--- config.mk ---
export PLATFORM = sky130hd
export DESIGN_NAME = fwft_width_packer
export DESIGN_NICKNAME = d
export VERILOG_FILES = /design/src/rtl/fwft_width_packer.sv
export SDC_FILE = /design/constraint.sdc
export NUM_CORES = 1
export LEC_CHECK = 0
export CAP_MARGIN = 20
export CORE_MARGIN = 2
export CORE_UTILIZATION = 45
export CTS_CLUSTER_SIZE = 40
export DETAILED_ROUTE_END_ITERATION = 7
export DONT_BUFFER_PORTS = 1
export SYNTH_ARGS = -nofsm -noshare
export SYNTH_HDL_FRONTEND = slang
export SYNTH_SLANG_ARGS = --single-unit
--- constraint.sdc ---
create_clock -name clk -period 3.9 [get_ports clk]
set_input_delay 0.39 -clock clk [delete_from_list [all_inputs] [get_ports clk]]
set_output_delay 0.39 -clock clk [all_outputs]
set_load 0.02 [all_outputs]
--- src/rtl/fwft_width_packer.sv ---
// Packs IN_WIDTH words from a show-ahead FIFO into PACK_RATIO-lane beats on a valid/ready
// stream. Partial beats close on flush or idle timeout, with a keep mask and last flag.
module fwft_width_packer #(
    parameter int unsigned IN_WIDTH   = 8,
    parameter int unsigned PACK_RATIO = 4,
    parameter int unsigned OUT_WIDTH  = IN_WIDTH * PACK_RATIO,
    parameter int unsigned LANE_W     = $clog2(PACK_RATIO + 1),
    parameter int unsigned TIMEOUT    = 16
) (
    input  logic                  clk,
    input  logic                  rst_n,
    input  logic                  fifo_empty,
    input  logic [IN_WIDTH-1:0]   fifo_rdata,
    output logic                  fifo_ren,
    input  logic                  flush,
    output logic                  m_valid,
    input  logic                  m_ready,
    output logic [OUT_WIDTH-1:0]  m_data,
    output logic [PACK_RATIO-1:0] m_keep,
    output logic                  m_last,
    output logic [LANE_W-1:0]     lane_cnt
);
    localparam int unsigned IDLE_W   = (TIMEOUT > 1) ? $clog2(TIMEOUT) : 1;
    localparam int unsigned IDLE_MAX = (TIMEOUT == 0) ? 0 : TIMEOUT - 1;
    localparam logic [LANE_W-1:0] FULL = LANE_W'(PACK_RATIO);

    logic [PACK_RATIO-1:0][IN_WIDTH-1:0] acc_q, acc_d;
    logic [LANE_W-1:0]                   lane_q, lane_d;
    logic [IDLE_W-1:0]                   idle_q, idle_d;
    logic                                flush_pend_q, flush_pend_d;
    logic                                m_valid_q, m_valid_d;
    logic [PACK_RATIO-1:0][IN_WIDTH-1:0] m_data_q, m_data_d;
    logic [PACK_RATIO-1:0]               m_keep_q, m_keep_d;
    logic                                m_last_q, m_last_d;

    logic out_free;
    logic timeout_req;
    logic flush_req;
    logic xfer;
    logic pop;

    // Handshake decode; m_ready reaches pop only through xfer.
    always_comb begin
        out_free    = !m_valid_q || m_ready;
        timeout_req = (TIMEOUT != 0) && (lane_q != '0) && (idle_q == IDLE_W'(IDLE_MAX));
        flush_req   = flush || flush_pend_q || timeout_req;
        xfer        = out_free && (lane_q != '0) && ((lane_q == FULL) || flush_req);
        pop         = rst_n && !fifo_empty && ((lane_q < FULL) || xfer);
    end

    // Next-state for accumulator, idle timer, pending flush and output register.
    always_comb begin
        acc_d        = acc_q;
        lane_d       = lane_q;
        idle_d       = idle_q;
        flush_pend_d = flush_pend_q;
        m_valid_d    = m_valid_q;
        m_data_d     = m_data_q;
        m_keep_d     = m_keep_q;
        m_last_d     = m_last_q;

        if (xfer) begin
            m_valid_d = 1'b1;
            m_data_d  = acc_q;
            m_last_d  = flush_req;
            for (int unsigned i = 0; i < PACK_RATIO; i++) begin
                m_keep_d[i] = (LANE_W'(i) < lane_q);
            end
            acc_d = '0;
            if (pop) begin
                acc_d[0] = fifo_rdata;
                lane_d   = LANE_W'(1);
            end else begin
                lane_d = '0;
            end
        end else begin
            if (m_valid_q && m_ready) begin
                m_valid_d = 1'b0;
            end
            if (pop) begin
                for (int unsigned i = 0; i < PACK_RATIO; i++) begin
                    if (LANE_W'(i) == lane_q) begin
                        acc_d[i] = fifo_rdata;
                    end
                end
                lane_d = lane_q + LANE_W'(1);
            end
        end

        // A flush with nothing held and nothing arriving is dropped.
        if (xfer) begin
            flush_pend_d = 1'b0;
        end else if (flush && ((lane_q != '0) || pop)) begin
            flush_pend_d = 1'b1;
        end

        // Idle timer holds at its terminal count so a blocked timeout stays requested.
        if (pop || xfer || (lane_q == '0)) begin
            idle_d = '0;
        end else if (idle_q != IDLE_W'(IDLE_MAX)) begin
            idle_d = idle_q + IDLE_W'(1);
        end
    end

    always_ff @(posedge clk) begin
        if (!rst_n) begin
            acc_q        <= '0;
            lane_q       <= '0;
            idle_q       <= '0;
            flush_pend_q <= 1'b0;
            m_valid_q    <= 1'b0;
            m_data_q     <= '0;
            m_keep_q     <= '0;
            m_last_q     <= 1'b0;
        end else begin
            acc_q        <= acc_d;
            lane_q       <= lane_d;
            idle_q       <= idle_d;
            flush_pend_q <= flush_pend_d;
            m_valid_q    <= m_valid_d;
            m_data_q     <= m_data_d;
            m_keep_q     <= m_keep_d;
            m_last_q     <= m_last_d;
        end
    end

    assign fifo_ren = pop;
    assign m_valid  = m_valid_q;
    assign m_data   = m_data_q;
    assign m_keep   = m_keep_q;
    assign m_last   = m_last_q;
    assign lane_cnt = lane_q;

endmodule

Yosys cells after proc, flatten, opt, wreduce, memory -nomap -nowiden
Cells that the tools add are included.

Muxes and demuxes: 9. $mul: 0. Bitwise logic cells: 1. $lt $le $gt $ge: 5. Div/mod/pow operators: 0. Add/subtract/negate cells: 2. Equal/unequal tests: 6. Reductions and logical operators: 28. Shifts and indexed selects: 0.

Operators with widths (number): 2-to-1 mux 8 bit (4); logical OR 1 bit (8); AND reduction 2 bit (4); logical AND 1 bit (7); equality test 2 x 3 -> 1 bit, first input constant (2); less-than comparator 1 x 3 -> 1 bit, first input constant (2); less-than comparator 2 x 3 -> 1 bit, first input constant (2); 2-to-1 mux 3 bit (2); nonzero test 2 bit (3); adder 4 x 1 -> 4 bit, second input constant (1); equality test 4 bit, second input constant (1); != test 4 bit, second input constant (1); OR reduction 2 bit (2); adder 3 x 1 -> 3 bit, second input constant (1); equality test 1 x 3 -> 1 bit, first input constant (1); equality test 3 bit, second input constant (1); logical NOT 3 bit (1); less-than comparator 3 bit, second input constant (1); 2-to-1 mux 1 bit (3); nonzero test 3 bit (1); logical NOT 1 bit (2); NOT 1 bit (1).

Input port bits: 13. Memory bits (read-only): 0. Bits in registers: 78. Memories: 0. Bits in latches: 0. RAM bits: 0. Output and inout bits: 42.

Logic depth before layout (Yosys ltp)
Depth in word-level cells: 10. Gate-level depth with buffers: 9. Mapped depth without buffers: 6.

Worst setup path after synthesis
OpenSTA, ideal clock, no wires.

Path kind: register to output. Start: register lane_q[0] (netlist: lane_cnt[0]). End: output port fifo_ren. Data arrival time: 2142 ps. Stages on the path, launching flop included: 9. Path buffers: 3. Required time: 3510 ps. Slack: 1368 ps. Path through: dfxtp_1 > inv_1 > ha_1 > nor2b_1 > clkbuf_1 > a211o_1 > buf_6 > buf_2 > a21oi_1.

Longest elaborated chain between the ends: 7.

Ends and longest elaborated chain: from (decl) (RTL line 28) `logic [LANE_W-1:0] lane_q, lane_d;`; from (signal assigned) (RTL line 117) `lane_q <= lane_d;`; nonzero test 3 bit (RTL line 45, 47); logical AND 1 bit (RTL line 45) `timeout_req = (TIMEOUT != 0) && (lane_q != '0) && (idle_q == IDLE_W'(IDLE_MAX));`; logical OR 1 bit (RTL line 46) `flush_req = flush || flush_pend_q || timeout_req;`; logical OR 1 bit (RTL line 47) `xfer = out_free && (lane_q != '0) && ((lane_q == FULL) || flush_req);`; logical AND 1 bit (RTL line 47); logical OR 1 bit * (RTL line 48) `pop = rst_n && !fifo_empty && ((lane_q < FULL) || xfer);`; logical AND 1 bit * (RTL line 48); to (decl) (RTL line 14) `output logic fifo_ren,`.

Every way passes the cells marked *; elsewhere a longest branch is shown, timed or not.

Final worst setup path
Same ends and word-level chain as after synthesis.

==> qor.txt <==
status: completed
Sw Ratio: 0.2245
Worst Path Arrival: 2.74 ns
Die Span Y: 86.44 um
clock-pin slew on the worst setup and hold paths: 0.08 ns
deepest clock path buffer count: 2
Clock Root Buffer: clkbuf_8
worst IR drop on VDD: 0.2481 mV
Syn. warnings: 0
dpl hpwl: 4.360 mm
Post-synth EDFFs: 0
# H-tree levels: 3
Detail Route Antenna Nets: 0
top area cells in the synthesized netlist: dfxtp_1 51%, nand2_1 13%, a21boi_0 6.9%
asr flop ratio synth: 0
via count: 2253
first-pass GRT wire length: 10.70 mm
total power: 1.661 mW
CP max stage cell: a211o_1
vias per inst: 5.240
chip width: 86.44 um
Slew HR: 0.4568
Post-Route WL: 6.525 mm
syn_area_per_cell: 8.663 um^2
Initial Util: 0.4577
CTS tree: built
max-slew violations: 0
CTS Buf Count: 9
initial antenna violation count: 0
post-synthesis mux area share: 0.02946
predominant post-synthesis flop cell: dfxtp_1
Overflow after GRT: 0
fmax: 320.0 MHz
post-synth top area share: 0.5106
post-synthesis adder-cell area fraction: 0.01637
maxcap violations: 0
library cells used by synthesis: 35
PortBufs: 0
Min Hold Slack: 0.1693 ns
FF+latch count, synth: 78
largest net degree at the start of global routing: 46
CP delay by family, top: compound AO/OA/AOI/OAI gates
power density over the cells: 505.8 nW/um^2
compound-cell area share of the yosys netlist: 0.1854
Tmin final: 3.125 ns
Core Area: 6681 um^2
Syn Nets: 370
layout cell share with drive strength beyond 1: 0.06286
Final Cell Area: 3283 um^2
ANT cells: 0
Seq pwr share: 0.506
Nets: 363
NetSw: 0.3728 mW
worst skew pair latency: 0.35 ns
total track usage: 0.1856
RePlAce Congestion: 0.7997
post-route clock period utilization: 0.8013
vias in the first global route: 2106
area post-placement: 3047 um^2
largest area contributor in the netlist: dfxtp_1
worst min path class: primary input to flip-flop
R2R Setup Slk: 0.97 ns
Ports: 55
xor and xnor fraction of the mapped netlist area: 0.002864
# resized after CTS: 0
Avg WL per Cell: 15.17 um
leak pwr: 1.178 nW
Synth top cells by count: 105 x nand2_1, 78 x dfxtp_1, 30 x a21oi_1
clk_skew: 0.008588 ns
actual slew at the worst max-slew pin: 0.8148 ns
max incr delay on CP: 0.66 ns
Final setup viols: 0
WP buf/inv: 1
most numerous cell in the Yosys netlist: nand2_1
synthesized instance count: 353
row count: 30
Crit. End Element: output pin
CP cell instances: inv_1 -> ha_1 -> nor2b_1 -> a211o_1 -> a21oi_1
first-pass detailed-route iteration total: 5
DR DRC count: 0
Worst EP required: 3.51 ns
post-CTS setup repair buffer count: 0
Simple-Gate Fraction of Synth Area: 0.2079
drt initial violations: 122
die footprint: 7471 um^2
Post-Syn Area: 3058 um^2
Final Hold Fails: 0
CTS Hold Buffers Added: 0
setup TNS: 0 ns
CP Class: flip-flop to output pin
crit-path max FO: 25
P_int: 1.288 mW
Clock power frac: 0.434
startpoint types: flip-flop
RSZ-0062 raised after global routing: false
Sink Count: 78
largest family of logic cells by synthesized area: simple AND/OR/NAND/NOR gates
Gate power share: 0.060
Seq/Total Area, Yosys: 0.5106
Area growth syn-to-layout: 7.365%
-- worst reg2reg max path, delay by kind of cell (launching register included) --
kind,cells,cell delay (ns)
adder cells (fa/ha/maj),1,0.16
buffers and inverters,1,0.17
flip-flops,1,0.45
AO/OA/AOI/OAI,2,1.02
AND/OR/NAND/NOR,2,1.06
-- metrics by stage --
| step | util | std cells | setup slack (ns) |
|---|---|---|---|
| finish | 0.4914 | 430 | 0.7749 |
| global route | 0.4914 | 430 | 0.5641 |
| CTS | 0.4914 | 430 | 0.7644 |
| detailed placement | 0.4560 | 415 | 0.9700 |
| global placement | 0.4560 | 415 | 1.115 |
| floorplan | - | 353 | 1.368 |
-- registers in the layout, indices dropped and copies added (netlist names) --
signal,flops
idle_q,4
flush_pend_q,1
m_keep,4
m_valid,1
acc_q,32
lane_cnt,3
m_last,1
m_data,32
-- power by group through the flow --
stage / Clock (mW) / Combinational (mW) / Sequential (mW)
final: 0.720 / 0.0998 / 0.841
after global placement: 0 / 0.100 / 0.859
after global routing: 0.774 / 0.114 / 0.843
after floorplan: 0 / 0.0971 / 0.855
after detailed placement: 0 / 0.101 / 0.859
after CTS: 0.740 / 0.101 / 0.841
-- final timing paths --
check             depth (start not counted)           from         end
hold reg to reg                           2      acc_q[10]  m_data[10]
hold / removal                            2  fifo_rdata[3]   acc_q[19]
setup reg to reg                          6    lane_cnt[0]    acc_q[4]
setup / recovery                          5    lane_cnt[0]    fifo_ren
-- layout make-up --
class | count | area, um^2
fill | 646 | 3398
inverter | 3 | 11.26
clock buffer | 11 | 141.4
clock inverter | 4 | 95.09
timing repair buffer | 3 | 22.52
tap | 80 | 100.1
multi-input combinational | 251 | 1351
sequential | 78 | 1562
-- cells in the final DEF (no fill, tap or decap), types with 2 or more instances in the layout --
| cell type | count |
|---|---|
| nor2b_1 | 4 |
| o21ai_0 | 11 |
| nor2_1 | 17 |
| nand3_1 | 10 |
| dfxtp_1 | 78 |
| buf_4 | 3 |
| o211a_1 | 3 |
| mux2i_1 | 9 |
| a21oi_1 | 30 |
| and2_1 | 3 |
| bufinv_16 | 3 |
| or3_1 | 2 |
| nand2_1 | 105 |
| nor3b_1 | 2 |
| a21boi_0 | 28 |
| nor3_1 | 3 |
| ha_1 | 4 |
| inv_1 | 3 |
| clkbuf_8 | 10 |
| a21boi_1 | 5 |
| o211ai_1 | 2 |
-- cell families after synthesis --
| kind of cell | after synthesis |
|---|---|
| DFF | 78 |
| adders and majority gates | 4 |
| xor gates and xnor gates | 1 |
| muxes | 9 |
| AOI/OAI and AO/OA | 86 |
| and+or+nand+nor | 151 |
| buffers and inverters | 24 |
-- metal layers --
layer | vias to the layer above | part of all wire | global-route usage | routed length, um
li1 | 1169 | - | - | -
met1 | 1017 | 0.46 | 0.2433 | 3015
met2 | 55 | 0.46 | 0.2867 | 3034
met3 | 12 | 0.054 | 0.05143 | 352
met4 | 0 | 0.019 | 0.08097 | 123
met5 | - | 0 | 0 | 0
Power figures use the tool's default switching activity.
